## src/rtl/rr_arb_2x1.sv

```systemverilog
// Two-input round-robin stream arbiter with optional packet-granular grants.
// The granted beat is forwarded through one output register; sel exports the grant to a 2:1 mux.
module rr_arb_2x1 #(
    parameter int WIDTH    = 8,
    parameter bit PKT_MODE = 1'b1
) (
    input  logic             clk,
    input  logic             rst_n,
    input  logic             a_valid,
    input  logic [WIDTH-1:0] a_data,
    input  logic             a_last,
    output logic             a_ready,
    input  logic             b_valid,
    input  logic [WIDTH-1:0] b_data,
    input  logic             b_last,
    output logic             b_ready,
    output logic             y_valid,
    output logic [WIDTH-1:0] y_data,
    output logic             y_last,
    input  logic             y_ready,
    output logic             sel,
    output logic             busy
);

    typedef enum logic [1:0] {
        IDLE    = 2'd0,
        GRANT_A = 2'd1,
        GRANT_B = 2'd2
    } state_t;

    state_t state, state_nxt;
    logic   prio, prio_nxt;   // 0: A wins a tie in IDLE, 1: B wins
    logic   can_load;
    logic   a_xfer, b_xfer;
    logic   a_end, b_end;

    assign can_load = !y_valid || y_ready;
    assign a_ready  = (state == GRANT_A) && can_load;
    assign b_ready  = (state == GRANT_B) && can_load;
    assign a_xfer   = a_valid && a_ready;
    assign b_xfer   = b_valid && b_ready;
    assign a_end    = a_xfer && (PKT_MODE ? a_last : 1'b1);
    assign b_end    = b_xfer && (PKT_MODE ? b_last : 1'b1);
    assign busy     = (state != IDLE);

    always_comb begin
        // NOTE: defaults first so every path assigns every output; no latch can be inferred.
        state_nxt = state;
        prio_nxt  = prio;
        unique case (state)
            IDLE: begin
                if (a_valid && b_valid) state_nxt = prio ? GRANT_B : GRANT_A;
                else if (a_valid)       state_nxt = GRANT_A;
                else if (b_valid)       state_nxt = GRANT_B;
            end
            GRANT_A: begin
                if (a_end) begin
                    prio_nxt  = 1'b1;
                    state_nxt = b_valid ? GRANT_B : IDLE;
                end
            end
            GRANT_B: begin
                if (b_end) begin
                    prio_nxt  = 1'b0;
                    state_nxt = a_valid ? GRANT_A : IDLE;
                end
            end
            default: state_nxt = IDLE;
        endcase
    end

    // NOTE: all sequential state uses non-blocking assignments so every register samples pre-edge values.
    always_ff @(posedge clk or negedge rst_n) begin
        if (!rst_n) begin
            state <= IDLE;
            prio  <= 1'b0;
            sel   <= 1'b0;
        end else begin
            state <= state_nxt;
            prio  <= prio_nxt;
            // sel follows the grant on entry and keeps its last value through IDLE
            if (state_nxt == GRANT_A)      sel <= 1'b0;
            else if (state_nxt == GRANT_B) sel <= 1'b1;
        end
    end

    // NOTE: the data register is reset too, so y_data reads 0 after reset rather than stale contents.
    always_ff @(posedge clk or negedge rst_n) begin
        if (!rst_n) begin
            y_valid <= 1'b0;
            y_data  <= '0;
            y_last  <= 1'b0;
        end else if (a_xfer) begin
            y_valid <= 1'b1;
            y_data  <= a_data;
            y_last  <= PKT_MODE ? a_last : 1'b1;
        end else if (b_xfer) begin
            y_valid <= 1'b1;
            y_data  <= b_data;
            y_last  <= PKT_MODE ? b_last : 1'b1;
        end else if (y_ready) begin
            y_valid <= 1'b0;
        end
    end

endmodule

```

## config.mk

```make
export PLATFORM = sky130hd
export DESIGN_NAME = rr_arb_2x1
export DESIGN_NICKNAME = d
export VERILOG_FILES = /design/src/rtl/rr_arb_2x1.sv
export SDC_FILE = /design/constraint.sdc
export NUM_CORES = 1
export LEC_CHECK = 0
export ABC_AREA = 1
export BUFFER_PORTS_ARGS = -buffer_cell sky130_fd_sc_hd__buf_2
export CORE_ASPECT_RATIO = 1.1
export CORE_UTILIZATION = 40
export DETAILED_ROUTE_END_ITERATION = 8
export GPL_ROUTABILITY_DRIVEN = 1
export GPL_TIMING_DRIVEN = 0
export HOLD_SLACK_MARGIN = 0.03
export PLACE_DENSITY = 0.69
export SYNTH_ARGS = -nofsm -noshare
export SYNTH_HDL_FRONTEND = slang
export SYNTH_SLANG_ARGS = --single-unit
```

## constraint.sdc

```tcl
create_clock -name clk -period 3.8 [get_ports clk]
set_input_delay 0.57 -clock clk [delete_from_list [all_inputs] [get_ports clk]]
set_output_delay 0.57 -clock clk [all_outputs]
set_load 0.01 [all_outputs]
```

==> summary.txt, run 1 <==
Run status
  • Outcome: complete, no violations

Routing
  • Via count: 859
  • WL per Instance: 10.1 µm
  • WL final: 1.83 mm
  • Post-route ant nets: 0
  • Pre-antenna DRT Iters: 4
  • Initial drt markers: 18
  • Vias/cell: 4.72
  • Remaining DRCs: 0

Finish
  • P&R area growth vs syn: 29.9%
  • Layout cells sized above 1: 0.323
  • Layout Cells excl Fill: 182
  • NumNets Final: 180
  • Fin area: 1090 µm²
  • Antenna diodes: 0

Yosys
  • Post-synth cell types: 19
  • Post-Syn Instances: 115
  • Yosys warns: 0
  • Post-synthesis cell area: 836 µm²
  • Syn avg cell area: 7.27 µm²
  • Top post-synthesis cells by area: dfrtp_1, nand2_1, inv_1
  • Synth top area share: 0.419
  • Seq/Total Area, Yosys: 0.419
  • Leading area contributor after synthesis: dfrtp_1
  • Seq cells post-synth: 14
  • Syn_nets: 139

Power and ir drop
  • Seq pwr share: 0.345
  • Pleak: 0.668 nW
  • Power Density: 706 nW/µm²
  • Peak VDD IR: 0.351 mV
  • Switch Pwr: 0.332 mW
  • Internal: 0.435 mW
  • Comb pwr share: 0.516
  • Clk network pwr share: 0.138
  • Switching share of total power: 0.433

STA
  • WHS: 168 ps
  • Actual slew at the worst max-slew pin: 411 ps
  • Setup-failing EPs final: 0
  • Pins over their slew limit: 0
  • Fin. Hold Viols: 0
  • Worst setup margin: 1990 ps
  • Fmax: 553 MHz
  • Final critical-path required period: 1810 ps
  • Max_slew headroom: 0.726
  • Clock skew: 8.27 ps
  • Crit share post-route: 0.476
  • TNS Setup: 0 ps
  • RSZ-0062 raised after global routing: false

Floorplanning
  • Row count: 16
  • Horiz. Die Dim: 45.6 µm
  • Initial Util: 0.449
  • Die height: 49.9 µm
  • Core Region: 1860 µm²
  • Die area: 2280 µm²
  • I/O pin count: 37

Setup path
  • Setup slack, reg-to-reg: 2080 ps
  • Cells along the critical path: nand2_1 > inv_1 > nor2_1 > buf_2
  • Crit path launch type: register
  • Worst EP required: 3230 ps
  • Critical path endpoint category: output port
  • Worst reg2reg startpoint: y_valid
  • Critical path launch point: y_valid
  • Worst-path maximum fanout: 5
  • Crit path to: a_ready
  • R2R depth: 8
  • Slowest-stage cell, CP: dfrtp_1
  • WS Path Type: reg -> out
  • Crit path DAT: 1240 ps
  • Critical Path Max Stage Delay: 380 ps
  • FF-to-FF End: sel

Place
  • Gpl congestion: 0.828
  • Final HPWL DP: 1.41 mm
  • PortBufs: 36
  • Placed insts: 178
  • Place WS: 1800 ps
  • Post-DP Area: 1050 µm²

Min path
  • Min-Delay Path Class: in -> async

Clock network
  • CTS max path bufs: 2
  • Clock tree from TritonCTS: yes
  • Clock insertion delay at the later pin of the skew report: 280 ps
  • H-tree levels: 1
  • CTS clk-pin slew, worst paths: 90 ps
  • CTS Sinks: 14
  • CTS Buf Count: 3
  • Post-CTS Resized: 0
  • Post-CTS Setup Bufs: 0
  • Hold Buf Count CTS: 0
  • Clock Root Buffer: clkbuf_4

GRT
  • Initial antenna violation count: 0
  • Total global routing overflow: 0
  • Vias in the first global route: 743
  • Gr usage total: 0.183
  • First-pass GRT wire length: 3.05 mm
  • Largest net degree at the start of global routing: 15

Run
  • Max-Cap Viols: 0
## power groups by stage
stage	clock, mW	combinational, mW	sequential, mW
global route	0.118	0.453	0.274
detailed placement	0	0.398	0.269
finish	0.106	0.396	0.265
global placement	0	0.390	0.265
CTS	0.109	0.401	0.265
floorplan	0	0.237	0.294
## metrics by stage
stage	total power [mW]	utilization
3_5_place_dp	0.667	0.564
6_report	0.767	0.583
5_1_grt	0.845	0.583
2_1_floorplan	0.531	-
4_1_cts	0.775	0.583
3_3_place_gp	0.655	0.564
## worst min path at each step
stage | startpoint | end | cells after the start
detailed placement | y_data[1] | y_data[1] | 2
floorplan | rst_n | prio | 0
finish | rst_n | y_valid | 1
global placement | y_data[1] | y_data[1] | 2
CTS | rst_n | y_valid | 1
global route | rst_n | y_valid | 1
## layer usage
layer	up-vias	track usage	share of wire
li1	444	-	-
met1	389	0.222	0.44
met2	26	0.300	0.50
met3	0	0.0659	0.058
met4	0	0.0404	0
met5	-	0	0
## sequential cells by signal, indices dropped and copies added, names as in the netlist
signal / flops
sel: 1
state: 2
prio: 1
y_last: 1
y_data: 8
y_valid: 1
## cells in the final DEF (no fill, tap or decap), drive strengths merged
cell	n
buf	38
inv	25
nor3	1
o21ai	2
dfrtp	14
nor2	7
a21boi	1
nand2	36
ha	1
nand4	11
clkbuf	5
nand3	14
## layout make-up
type / count / area (µm²)
multi-input cells: 73 / 372
repair buffers: 36 / 180
flip-flops and latches: 14 / 350
fillers: 180 / 776
plain buffers: 3 / 20.0
well taps: 27 / 33.8
inverters: 25 / 93.8
clock buffers: 4 / 36.3
## kinds of logic (layout without fill, tap and decap cells)
group	count (synthesis)	after routing	synth area share
DFF	14	14	0.419
and+or+nand+nor	69	69	0.409
adders and majority gates	1	1	0.0150
AOI/OAI and AO/OA	3	3	0.0210
buffers and inverters	28	68	0.136
## worst max-delay path: cells and delay by family, from the launching register on
family,cells,cell delay (ps)
flops,1,380
simple gates,2,340
buf+inv,2,240
## cell usage after synthesis
cell type / n
clkbuf_1: 1
nand4_2: 1
nor3_1: 1
buf_2: 1
inv_1: 22
nand3_4: 1
nor2_4: 1
ha_1: 1
nand2_4: 1
inv_2: 3
nand2_1: 35
dfrtp_1: 14
o21ai_0: 2
nor2_2: 1
nor2_1: 5
nand4_1: 10
a21boi_1: 1
buf_6: 1
nand3_1: 13
Note: power is estimated with default switching activity, not from simulation.
==> run 2: changes to the inputs <==
clock period = 1.74 ns   (was 3.8 ns; I/O delays follow)
==> run 2 against run 1 <==
  * Final cell count increased by 0.55%
  * Global-route usage is 0.15 points higher
  * Via count rose by 1.9%
  * Critical path type is now reg -> reg
  * First-iteration DRC count increased by 5.6%
==> summary.txt, run 2 (synthesis gave the netlist of run 1 again) <==
Run status
  • Outcome: complete, no violations

Floorplanning
  • Row count: 16 (unchanged)
  • Initial Util: 0.449 (unchanged)
  • I/O pin count: 37 (unchanged)
  • Core Region: 1860 µm² (unchanged)
  • Die height: 49.9 µm (unchanged)
  • Horiz. Die Dim: 45.6 µm (unchanged)
  • Die area: 2280 µm² (unchanged)

STA
  • Clock skew: 8.27 ps (+0.000390 ps)
  • Max_slew headroom: 0.721 (-0.00564)
  • Crit share post-route: 0.910
  • Setup-failing EPs final: 0 (unchanged)
  • Fin. Hold Viols: 0 (unchanged)
  • RSZ-0062 raised after global routing: false
  • Actual slew at the worst max-slew pin: 419 ps (+8.45 ps)
  • TNS Setup: 0 ps (unchanged)
  • WHS: 273 ps (+105 ps)
  • Pins over their slew limit: 0 (unchanged)
  • Final critical-path required period: 1580 ps
  • Fmax: 632 MHz

Setup path
  • Slowest-stage cell, CP: dfrtp_1
  • Critical path endpoint category: register
  • Worst-path maximum fanout: 10 (+5)
  • Worst EP required: 1900 ps (-1330 ps)
  • Crit path DAT: 1740 ps (+500 ps)
  • Worst path most repeated cell: nand2_1
  • WS Path Type: reg -> reg
  • Cells along the critical path: nor2_4 > buf_6 > nand4_2 > nand2_1 > nand2_1 > ha_1 > nand2_1 > o21ai_0
  • Crit path launch type: register
  • Critical Path Max Stage Delay: 440 ps (+60 ps)

Power and ir drop
  • Internal: 0.959 mW (+120%)
  • Peak VDD IR: 0.787 mV (+120%)
  • Pleak: 0.673 nW (+0.75%)
  • Clk network pwr share: 0.137 (about the same)
  • Power Density: 1530 nW/µm² (+120%)
  • Switching share of total power: 0.433 (about the same)
  • Seq pwr share: 0.345 (about the same)
  • Comb pwr share: 0.518 (+0.002)
  • Tot Pwr: 1.69 mW (+120%)
  • Switch Pwr: 0.731 mW (+120%)

Finish
  • P&R area growth vs syn: 31.9%
  • Most common cell after layout, fill and taps aside: buf_2
  • NumNets Final: 181 (+0.56%)
  • Final core occ: 0.592 (+0.00874)
  • Commonest non-fill, non-tap cells in the layout: buf_2, nand2_1, inv_1, nand3_1, dfrtp_1
  • Antenna diodes: 0 (unchanged)
  • Largest reg by FF count: y_data
  • Fin area: 1100 µm² (+1.5%)
  • Layout cells sized above 1: 0.333 (+0.0108)
  • Max FFs per register: 8 (unchanged)
  • Largest registers: y_data (8), state (2)

Routing
  • WL per Instance: 10.2 µm (+1.1%)
  • Pre-antenna DRT Iters: 4 (unchanged)
  • Vias/cell: 4.78 (+1.3%)
  • Remaining DRCs: 0 (unchanged)
  • Via count: 875 (+1.9%)
  • Initial drt markers: 19 (+1)
  • Post-route ant nets: 0 (unchanged)
  • WL final: 1.87 mm (+1.7%)

GRT
  • Gr usage total: 0.184 (+0.00147)
  • Vias in the first global route: 755 (+1.6%)
  • Total global routing overflow: 0 (unchanged)
  • First-pass GRT wire length: 3.08 mm (+0.92%)
  • Initial antenna violation count: 0 (unchanged)
  • Largest net degree at the start of global routing: 15 (unchanged)

Clock network
  • H-tree levels: 1 (unchanged)
  • CTS Buf Count: 3 (unchanged)
  • CTS Sinks: 14 (unchanged)
  • CTS clk-pin slew, worst paths: 90 ps (about the same)
  • Clock tree from TritonCTS: yes
  • Clock insertion delay at the later pin of the skew report: 280 ps (about the same)
  • Clock Root Buffer: clkbuf_4
  • CTS max path bufs: 2 (unchanged)

Run
  • Max-Cap Viols: 0 (unchanged)

Place
  • Final HPWL DP: 1.41 mm (unchanged)
  • PortBufs: 36 (unchanged)
  • Post-DP Area: 1050 µm² (unchanged)
  • Gpl congestion: 0.828 (unchanged)

Min path
  • Min-Delay Path Class: in -> reg
==> run 2: changes by cell type in the layout (fill, tap and decap cells not counted), sizes merged <==
cell,before,now
dlygate4sd3,0,1
==> run 2: routing by layer <==
| metal | vias up | global-route usage | wire length, µm |
|---|---|---|---|
| li1 | 447 | - | - |
| met1 | 402 | 0.222 | 813 |
| met2 | 26 | 0.305 | 945 |
| met3 | 0 | 0.0659 | 106 |
| met4 | 0 | 0.0404 | 0 |
| met5 | - | 0 | 0 |
==> run 2: power by group through the flow <==
stage | logic [mW] | registers (mW) | clock network, mW
2_1_floorplan | 0.518 | 0.641 | 0
3_3_place_gp | 0.852 | 0.579 | 0
3_5_place_dp | 0.870 | 0.586 | 0
4_1_cts | 0.876 | 0.580 | 0.238
5_1_grt | 0.997 | 0.602 | 0.257
6_report | 0.875 | 0.583 | 0.232
==> run 2: metrics by stage <==
stage	setup WS, ps	instances
floorplan	160	115
global placement	54.1	178
detailed placement	36.8	178
CTS	20.1	183
global route	5.05	183
finish	157	183
==> run 2: worst max-delay path: cells and delay by family, from the launching register on <==
family | cells | cell delay, ps
adder cells (fa/ha/maj) | 1 | 300
flip-flops | 1 | 440
buffers and inverters | 1 | 160
AND/OR/NAND/NOR | 5 | 490
AO/OA/AOI/OAI | 1 | 70
==> run 2: cell type report <==
cell class / instances / area (µm²)
fill: 181 / 759
multi-input combinational: 73 / 374
sequential: 14 / 352
timing repair buffer: 37 / 190
inverter: 25 / 93.8
clock buffer: 4 / 36.3
tap: 27 / 33.8
buffer: 3 / 22.5
==> run 2: repair_timing <==
| action | CTS | global route |
|---|---|---|
| resized for setup | 0 | 4 |
| hold endpoints to repair | 14 | 0 |
| hold buffers | 1 | 0 |
| setup endpoints to repair | 0 | 1 |
| buffers inserted | 0 | 0 |
==> run 2: worst paths after layout <==
| kind | startpoint | depth (start not counted) | endpoint | slack, ps |
|---|---|---|---|---|
| worst max register to register | state[1] | 8 | sel | 160 |
| max in group asynchronous | rst_n | 2 | state[0] | 1080 |
| min in group asynchronous | rst_n | 2 | y_valid | 390 |
| worst max-delay path | state[1] | 8 | sel | 160 |
| worst min-delay path | b_data[6] | 5 | y_data[6] | 270 |
| worst min register to register | y_data[1] | 2 | y_data[1] | 480 |
==> run 3: changes to the inputs <==
clock period = 1.54 ns   (was 1.74 ns; I/O delays follow)
==> run 3 against run 2 <==
  * The flow now finishes with violations (negative setup slack)
  * Register-to-register slack got worse by 180 ps
  * Cell area is 13% higher
  * Maximum frequency up 1.2%
  * Non-clock buffer count is 10 higher
  * Critical path depth did not move
  * Critical path type unchanged
  * Critical endpoint is now prio
==> summary.txt, run 3 (synthesis gave the netlist of run 1 again) <==
Clock network
  • Clock insertion delay at the later pin of the skew report: 290 ps (about the same)
  • Clock tree from TritonCTS: yes
  • CTS Sinks: 14 (unchanged)
  • CTS clk-pin slew, worst paths: 90 ps (about the same)
  • Clock Root Buffer: clkbuf_4
  • CTS max path bufs: 2 (unchanged)
  • H-tree levels: 1 (unchanged)
  • CTS Buf Count: 3 (unchanged)

Finish
  • NumNets Final: 191 (+5.5%)
  • Fillcell total: 177 (-2.2%)
  • Layout cells sized above 1: 0.422 (+0.0884)
  • Commonest non-fill, non-tap cells in the layout: buf_2, nand2_1, inv_1, nand3_1, dfrtp_1
  • Antenna diodes: 0 (unchanged)
  • Max FFs per register: 8 (unchanged)
  • Final core occ: 0.667 (+0.0753)
  • Largest reg by FF count: y_data
  • P&R area growth vs syn: 48.7%
  • Largest registers: y_data (8), state (2)
  • Layout Cells excl Fill: 193 (+5.5%)
  • Most common cell after layout, fill and taps aside: buf_2

Setup path
  • Crit path launch type: register
  • Worst path most repeated cell: buf_4
  • Slowest-stage cell, CP: dfrtp_1
  • Worst-path maximum fanout: 3 (-7)
  • Crit path DAT: 1750 ps (about the same)
  • Worst EP required: 1730 ps (-170 ps)
  • Critical path endpoint category: register
  • Critical Path Max Stage Delay: 430 ps (about the same)
  • Cells along the critical path: inv_2 > nor2_4 > nand4_1 > buf_4 > buf_4 > buf_4 > buf_4 > a21boi_1
  • WS Path Type: reg -> reg

GRT
  • Initial antenna violation count: 0 (unchanged)
  • Total global routing overflow: 0 (unchanged)
  • Vias in the first global route: 793 (+5.0%)
  • Largest net degree at the start of global routing: 15 (unchanged)
  • Gr usage total: 0.210 (+0.0260)
  • First-pass GRT wire length: 3.45 mm (+12%)

Routing
  • WL per Instance: 11.4 µm (+12%)
  • Pre-antenna DRT Iters: 4 (unchanged)
  • Initial drt markers: 13 (-6)
  • WL final: 2.21 mm (+18%)
  • Vias/cell: 4.79 (+0.24%)
  • Remaining DRCs: 0 (unchanged)
  • Post-route ant nets: 0 (unchanged)
  • Via count: 925 (+5.7%)

STA
  • Worst setup margin: -23.4 ps (-181 ps)
  • Final critical-path required period: 1560 ps (-19.2 ps)
  • Max_slew headroom: 0.702 (-0.0189)
  • Crit share post-route: 1.02 (+0.106)
  • RSZ-0062 raised after global routing: true
  • Actual slew at the worst max-slew pin: 447 ps (+28.3 ps)
  • Setup-failing EPs final: 1 (+1)
  • Pins over their slew limit: 0 (unchanged)
  • WHS: 239 ps (-34.6 ps)
  • Clock skew: 2.24 ps (-6.02 ps)
  • Fmax: 640 MHz (+1.2%)
  • Fin. Hold Viols: 0 (unchanged)

Min path
  • Min-Delay Path Class: in -> reg

Power and ir drop
  • Seq pwr share: 0.296 (-0.049)
  • Comb pwr share: 0.578 (+0.060)
  • Clk network pwr share: 0.126 (-0.011)
  • Switching share of total power: 0.435 (+0.00281)
  • Power Density: 1800 nW/µm² (+17%)
  • Peak VDD IR: 0.987 mV (+26%)
  • Pleak: 0.723 nW (+7.5%)
  • Switch Pwr: 0.972 mW (+33%)
  • Internal: 1.26 mW (+31%)
  • Tot Pwr: 2.23 mW (+32%)

Place
  • Place WS: -112 ps (-149 ps)
  • Placed insts: 178 (unchanged)
  • PortBufs: 36 (unchanged)
  • Final HPWL DP: 1.40 mm (-0.46%)
  • Gpl congestion: 0.781 (-5.7%)

Floorplanning
  • Die area: 2280 µm² (unchanged)
  • Die height: 49.9 µm (unchanged)
  • Horiz. Die Dim: 45.6 µm (unchanged)
  • I/O pin count: 37 (unchanged)
  • Core Region: 1860 µm² (unchanged)
  • Row count: 16 (unchanged)
  • Initial Util: 0.449 (unchanged)

Run status
  • Outcome: finished, violations left
  • Failing checks: negative setup slack

Run
  • Max-Cap Viols: 0 (unchanged)
==> run 3: cell count changes in the layout (fill, tap and decap cells not counted), sizes merged <==
| cell | delta |
|---|---|
| buf | +10 |
==> run 3: stage by stage <==
step	cell area (µm²)	setup TNS, ps
3_3_place_gp	1050	-81.6
6_report	1240	-23.4
3_5_place_dp	1050	-112
5_1_grt	1240	-144
4_1_cts	1190	0
2_1_floorplan	838	0
==> run 3: per-layer routing <==
metal | GRT usage | part of all wire | wire length [µm] | vias to the layer above
met5 | 0 | 0 | 0 | -
met4 | 0.106 | 0.020 | 44 | 0
met3 | 0.0220 | 0.040 | 89 | 5
met2 | 0.360 | 0.51 | 1130 | 37
met1 | 0.248 | 0.43 | 946 | 416
li1 | - | - | - | 467
==> run 3: power groups by stage <==
stage / clock network, mW / logic [mW] / registers, mW
2_1_floorplan: 0 / 0.589 / 0.724
3_3_place_gp: 0 / 0.968 / 0.654
3_5_place_dp: 0 / 0.987 / 0.659
4_1_cts: 0.281 / 1.13 / 0.650
5_1_grt: 0.297 / 1.43 / 0.681
6_report: 0.281 / 1.29 / 0.660
==> run 3: critical path, delay by kind of cell (launching register included) <==
| kind | cells | cell delay [ps] |
|---|---|---|
| AND/OR/NAND/NOR | 2 | 270 |
| buffers and inverters | 5 | 630 |
| AO/OA/AOI/OAI | 1 | 120 |
| flip-flops | 1 | 430 |
==> run 3: layout make-up <==
cell class | count | area [µm²] | share of cell area
buffer | 3 | 26.3 | 0.0211
clock buffer | 4 | 36.3 | 0.0292
inverter | 25 | 93.8 | 0.0755
multi-input combinational | 73 | 428 | 0.344
sequential | 14 | 352 | 0.283
tap | 27 | 33.8 | 0.0272
timing repair buffer | 47 | 273 | 0.220
==> run 3: final timing paths <==
path                           start   endpoint  slack (ps)  cells past startpoint
max                         state[1]       prio         -20                      8
min                        b_data[2]  y_data[2]         240                      5
max reg2reg                 state[1]       prio         -20                      8
min reg2reg                y_data[2]  y_data[2]         480                      2
max in group asynchronous      rst_n   state[0]         920                      2
min in group asynchronous      rst_n  y_data[3]         350                      2
==> run 3: what timing repair did <==
item	4_1_cts	5_1_grt
resized for setup	4	14
endpoints found under the setup margin	1	3
hold endpoints to repair	14	0
buffers inserted	9	1
pin swaps	7	5
hold buffers	1	0
